===== src/rtl/approx_adder_arbiter.sv =====
// approx_adder_arbiter: round-robin sharing of one 8-bit lower-part-OR
// approximate adder between N_REQ requesters, with a single registered
// result slot tagged by requester index and a saturating op counter.
module approx_adder_arbiter #(
    parameter int unsigned N_REQ    = 4,
    parameter int unsigned P_APPROX = 1,
    parameter int unsigned ID_W     = 2
) (
    input  logic                 clk,
    input  logic                 rst_n,
    input  logic [N_REQ-1:0]     req_valid,
    output logic [N_REQ-1:0]     req_ready,
    input  logic [8*N_REQ-1:0]   req_a,
    input  logic [8*N_REQ-1:0]   req_b,
    output logic                 rsp_valid,
    input  logic                 rsp_ready,
    output logic [8:0]           rsp_data,
    output logic [ID_W-1:0]      rsp_id,
    output logic [15:0]          ops_count
);

    localparam int unsigned DATA_W = 8;
    localparam int unsigned SUM_W  = DATA_W + 1;
    localparam int unsigned CNT_W  = 16;
    localparam logic [CNT_W-1:0] CNT_MAX = '1;

    typedef enum logic {
        ST_EMPTY = 1'b0,
        ST_FULL  = 1'b1
    } slot_state_t;

    slot_state_t          r_state;
    slot_state_t          w_state_nxt;
    logic [ID_W-1:0]      r_rr_ptr;
    logic [SUM_W-1:0]     r_rsp_data;
    logic [ID_W-1:0]      r_rsp_id;
    logic [CNT_W-1:0]     r_ops_count;

    logic                 w_can_accept;
    logic                 w_xfer;
    logic [ID_W-1:0]      w_gnt_idx;
    int unsigned          w_scan;
    logic [DATA_W-1:0]    w_a;
    logic [DATA_W-1:0]    w_b;
    logic [SUM_W-1:0]     w_sum;

    // Lower P_APPROX bits are ORed; the top of that region seeds an exact upper adder.
    function automatic logic [SUM_W-1:0] approx_add(input logic [DATA_W-1:0] a,
                                                    input logic [DATA_W-1:0] b);
        logic [SUM_W-1:0] y;
        logic             c;
        y = '0;
        c = 1'b0;
        for (int i = 0; i < int'(DATA_W); i++) begin
            if (i < int'(P_APPROX)) begin
                y[i] = a[i] | b[i];
                c    = a[i] & b[i];
            end else begin
                y[i] = a[i] ^ b[i] ^ c;
                c    = (a[i] & b[i]) | ((a[i] | b[i]) & c);
            end
        end
        y[DATA_W] = c;
        return y;
    endfunction

    // Round-robin search from r_rr_ptr; grants only when the slot can take a result.
    always_comb begin
        w_can_accept = (r_state == ST_EMPTY) || rsp_ready;
        w_xfer       = 1'b0;
        w_gnt_idx    = '0;
        w_scan       = 0;
        for (int k = 0; k < int'(N_REQ); k++) begin
            w_scan = (32'(r_rr_ptr) + 32'(k)) % N_REQ;
            if (!w_xfer && rst_n && w_can_accept && req_valid[ID_W'(w_scan)]) begin
                w_xfer    = 1'b1;
                w_gnt_idx = ID_W'(w_scan);
            end
        end
    end

    // One-hot ready on the granted requester, zero otherwise.
    always_comb begin
        req_ready = '0;
        if (w_xfer) begin
            req_ready[w_gnt_idx] = 1'b1;
        end
    end

    // Operand mux into the shared approximate adder.
    always_comb begin
        w_a   = req_a[DATA_W*int'(w_gnt_idx) +: DATA_W];
        w_b   = req_b[DATA_W*int'(w_gnt_idx) +: DATA_W];
        w_sum = approx_add(w_a, w_b);
    end

    // Slot state register.
    always_ff @(posedge clk) begin
        if (!rst_n) begin
            r_state <= ST_EMPTY;
        end else begin
            r_state <= w_state_nxt;
        end
    end

    // Slot next state: a transfer fills it, a drain without a transfer empties it.
    always_comb begin
        w_state_nxt = r_state;
        if (w_xfer) begin
            w_state_nxt = ST_FULL;
        end else if ((r_state == ST_FULL) && rsp_ready) begin
            w_state_nxt = ST_EMPTY;
        end
    end

    // Result payload, round-robin pointer and saturating op counter.
    always_ff @(posedge clk) begin
        if (!rst_n) begin
            r_rsp_data  <= '0;
            r_rsp_id    <= '0;
            r_rr_ptr    <= '0;
            r_ops_count <= '0;
        end else if (w_xfer) begin
            r_rsp_data <= w_sum;
            r_rsp_id   <= w_gnt_idx;
            r_rr_ptr   <= ID_W'((32'(w_gnt_idx) + 32'd1) % N_REQ);
            if (r_ops_count != CNT_MAX) begin
                r_ops_count <= r_ops_count + CNT_W'(1);
            end
        end
    end

    assign rsp_valid = (r_state == ST_FULL);
    assign rsp_data  = r_rsp_data;
    assign rsp_id    = r_rsp_id;
    assign ops_count = r_ops_count;

endmodule


===== config.mk =====
export PLATFORM = sky130hd
export DESIGN_NAME = approx_adder_arbiter
export DESIGN_NICKNAME = d
export VERILOG_FILES = /design/src/rtl/approx_adder_arbiter.sv
export SDC_FILE = /design/constraint.sdc
export NUM_CORES = 1
export LEC_CHECK = 0
export CORE_MARGIN = 2
export CORE_UTILIZATION = 45
export DETAILED_ROUTE_END_ITERATION = 16
export MAX_ROUTING_LAYER = met4
export PLACE_DENSITY = 0.87
export SLEW_MARGIN = 15
export SYNTH_ARGS = -nofsm -noshare
export SYNTH_HDL_FRONTEND = slang
export SYNTH_SLANG_ARGS = --single-unit

===== constraint.sdc =====
create_clock -name clk -period 7.9 [get_ports clk]
set_input_delay 1.185 -clock clk [delete_from_list [all_inputs] [get_ports clk]]
set_output_delay 1.185 -clock clk [all_outputs]
set_load 0.1 [all_outputs]

==> reports/metrics.cfg <==
[cells_and_area]
num-nets-final = 423
n_fill_cell = 365
layout-drive-gt1-share_pct = 7.04
flow.area_growth_from_synthesis_pct = 54.5
final_core_util_pct = 71.8
diodes = 0
finished_layout_cell_area_mm2 = 0.00339

[setup_path]
r2r_slack_ps = 2870
cp_slowest_stage_delay_ps = 860
cp_data_arrival_time_ps = 6580
crit_path_top_delay_cell = sky130_fd_sc_hd__clkdlybuf4s50_1
critPathTopFamily = adder cells
critPathCaptureType = flip-flop
cp_num_buf_inv = 4
required_ps = 8110
critPathLaunchType = input pin
crit_top_cell = sky130_fd_sc_hd__fa_1
crit_path_cell_trace = clkdlybuf4s50_1 -> nand2_1 -> nor3_4 -> buf_4 -> mux2i_1 -> mux2i_1 -> fa_1 -> fa_1 -> fa_1 -> fa_1 -> inv_1 -> fa_1 -> inv_1 -> fa_1 -> nand2_1 -> a21oi_1
path_max_fanout = 24
timing_worst_setup_path_type = input pin to flip-flop

[detailed_routing]
drt.antenna.violating_nets = 0
routed_wirelength_um = 5570
drt_pre_antenna_iters = 4
wl_per_cell_um = 13.6
dr.first_iter.drc_count = 91
viasPerCell = 5.22
detail_route.drc_violations = 0
num_vias = 2131

[power]
power_per_unit_of_standard_cell_area_mw_per_mm2 = 167
report.power.total_uw = 567
vdd_drop_max_uv = 78.6
p_leak_nw = 1.27

[yosys]
synth_cells = 242
dominantRegCellSynth = sky130_fd_sc_hd__dfxtp_1
yosysWarnings = 0
post_synthesis_async_set_or_reset_flop_share_pct = 0
yosys_register_bits = 30
synth.yosys.seq_area_share_pct = 27.4
syn_area_mm2 = 0.00220
netlist_cell_types = 44
syn_nets = 325
number_of_synthesized_flops_with_an_enable_pin = 0
avgSynthCellArea_um2 = 9.07

[clock_network]
post_cts.repair.setup_buffers = 0
cts_resized = 0
cts_tree = built
numClockSinks = 30
clock_latency_ps = 290
clock-root-buffer = sky130_fd_sc_hd__clkbuf_8
cts-htree-levels = 2
post_cts_hold_buffer_count = 0
clock_path_buffers = 2
clk_pin_slew_worst_paths_ps = 70
cts_buffers = 5

[placement]
dpl.hpwl_um = 4550
total_placed_instance_area_mm2 = 0.00325
buffer_ports.inserted = 102
finalWeightedCongestion = 0.865

[die]
fp.dieArea_mm2 = 0.00545
fp.coreArea_mm2 = 0.00472
start_util_pct = 46.5
pin_count = 103
dieWidth_um = 73.9
die_height_um = 73.9
rows = 25

[timing]
share_of_the_clock_period_used_by_the_worst_path_pct = 80.7
fin_hold_ws_ps = 457
slew_violations = 0
finClkSkew_ps = 7.73
timing.max_slew.rel_slack_pct = 32.5
count_of_endpoints_failing_hold_in_the_final_timing_report = 0
fmax_mhz = 157
setup_repair_after_global_routing_missed_its_margin = no
setup_violations = 0
period_minus_slack_ps = 6380
worst_slew_pin_slew_ps = 1010
setup_tns_ps = 0

[global_route]
wire_length_of_the_first_global_routing_pass_um = 9120
antenna_violations_before_repair = 0
number_of_global_route_vias_before_repair = 2170
global_route.overflow_total = 0
grt_use_total_pct = 22.2
grt_max_degree = 25

[job]
max_cap_violations = 0

[hold_path]
min-delay-path-class = flip-flop to flip-flop

[run_status]
run_status = complete, no violations

## worst min-delay path, stage by stage (launching register included)
cell	delay (ps)
sky130_fd_sc_hd__dfxtp_1	310
sky130_fd_sc_hd__nand2_1	50
sky130_fd_sc_hd__a21oi_1	50
## through the flow
step / std cells / setup WS [ps]
floorplan: 242 / 2370
global placement: 400 / 1340
detailed placement: 400 / 1210
CTS: 408 / 1480
global route: 408 / 1220
finish: 408 / 1520
## worst paths after layout
kind | start | to | cells after the start
worst max-delay path | rst_n | rsp_data[7] | 16
worst min-delay path | rsp_data[4] | rsp_data[4] | 2
worst max register to register | rsp_valid | rsp_data[7] | 16
worst min register to register | rsp_data[4] | rsp_data[4] | 2
## registers in the layout, summed over array words and instances, names as in the netlist
signal,cells
r_rr_ptr,2
ops_count,16
rsp_id,2
rsp_data,9
rsp_valid,1
## layout make-up
class / instances / area [um^2] / area share [%]
Multi-Input combinational cell: 191 / 1500 / 44.2
Timing Repair Buffer: 104 / 1040 / 30.5
Sequential cell: 30 / 601 / 17.7
Tap cell: 67 / 83.8 / 2.47
Clock buffer: 6 / 82.6 / 2.43
Clock inverter: 2 / 60.1 / 1.77
Inverter: 8 / 30.0 / 0.885
## routing by layer
metal | global-route usage [%] | vias to the layer above | wire length (um)
met3 | 6.86 | 8 | 452
met4 | 7.07 | 0 | 70
met1 | 22.7 | 967 | 2070
met2 | 40.2 | 99 | 2970
li1 | - | 1057 | -
met5 | - | - | 0
## cells in the final DEF, fill, tap and decap left out, types with 4 or more instances in the layout
cell / synthesis / layout
sky130_fd_sc_hd__nand2b_1: 6 / 6
sky130_fd_sc_hd__clkbuf_8: 0 / 6
sky130_fd_sc_hd__nor2_1: 15 / 15
sky130_fd_sc_hd__and2_1: 6 / 6
sky130_fd_sc_hd__a21oi_1: 13 / 13
sky130_fd_sc_hd__dfxtp_1: 30 / 30
sky130_fd_sc_hd__fa_1: 7 / 7
sky130_fd_sc_hd__nand4_1: 4 / 4
sky130_fd_sc_hd__ha_1: 5 / 5
sky130_fd_sc_hd__a211oi_1: 5 / 5
sky130_fd_sc_hd__o21ai_0: 6 / 6
sky130_fd_sc_hd__mux2i_1: 49 / 49
sky130_fd_sc_hd__clkdlybuf4s50_1: 0 / 102
sky130_fd_sc_hd__nand3_1: 6 / 6
sky130_fd_sc_hd__inv_1: 6 / 6
sky130_fd_sc_hd__xnor2_1: 4 / 4
sky130_fd_sc_hd__nand2_1: 34 / 34
## kinds of logic (layout without fill, tap and decap cells)
| family | count (synthesis) | after routing | synth area share, % |
|---|---|---|---|
| adders and majority gates | 12 | 12 | 9.23 |
| buffers and inverters | 21 | 120 | 4.90 |
| and+or+nand+nor | 87 | 87 | 21.6 |
| DFF | 30 | 30 | 27.4 |
| muxes | 52 | 52 | 23.9 |
| xor gates and xnor gates | 4 | 4 | 1.60 |
| AOI/OAI and AO/OA | 36 | 36 | 11.5 |
## cells in the mapped netlist (2+ instances only)
cell	count	share of area, %
sky130_fd_sc_hd__buf_4	4	1.4
sky130_fd_sc_hd__nor3_1	2	0.46
sky130_fd_sc_hd__and3_1	2	0.57
sky130_fd_sc_hd__a21oi_1	13	3.0
sky130_fd_sc_hd__nand4_1	4	1.1
sky130_fd_sc_hd__a211oi_1	5	1.7
sky130_fd_sc_hd__mux2i_1	49	22
sky130_fd_sc_hd__and2_1	6	1.7
sky130_fd_sc_hd__nand3_1	6	1.4
sky130_fd_sc_hd__a31oi_1	3	0.85
sky130_fd_sc_hd__dfxtp_1	30	27
sky130_fd_sc_hd__nand2_1	34	5.8
sky130_fd_sc_hd__mux2_2	3	1.5
sky130_fd_sc_hd__xnor2_1	4	1.6
sky130_fd_sc_hd__or4_1	2	0.68
sky130_fd_sc_hd__a311oi_2	2	1.4
sky130_fd_sc_hd__nor2_1	15	2.6
sky130_fd_sc_hd__ha_1	5	2.8
sky130_fd_sc_hd__inv_1	6	1.0
sky130_fd_sc_hd__buf_2	4	0.91
sky130_fd_sc_hd__nor3_4	2	1.5
sky130_fd_sc_hd__o21ai_0	6	1.4
sky130_fd_sc_hd__nand2b_1	6	1.7
sky130_fd_sc_hd__clkbuf_1	3	0.51
sky130_fd_sc_hd__fa_1	7	6.4
## report_power, final
part           internal [mW]  leakage, nW  switching (mW)
registers              0.161        0.245         0.00715
logic                 0.0801        0.955           0.124
clock network          0.135       0.0714          0.0605
(Power assumes the default switching activity.)
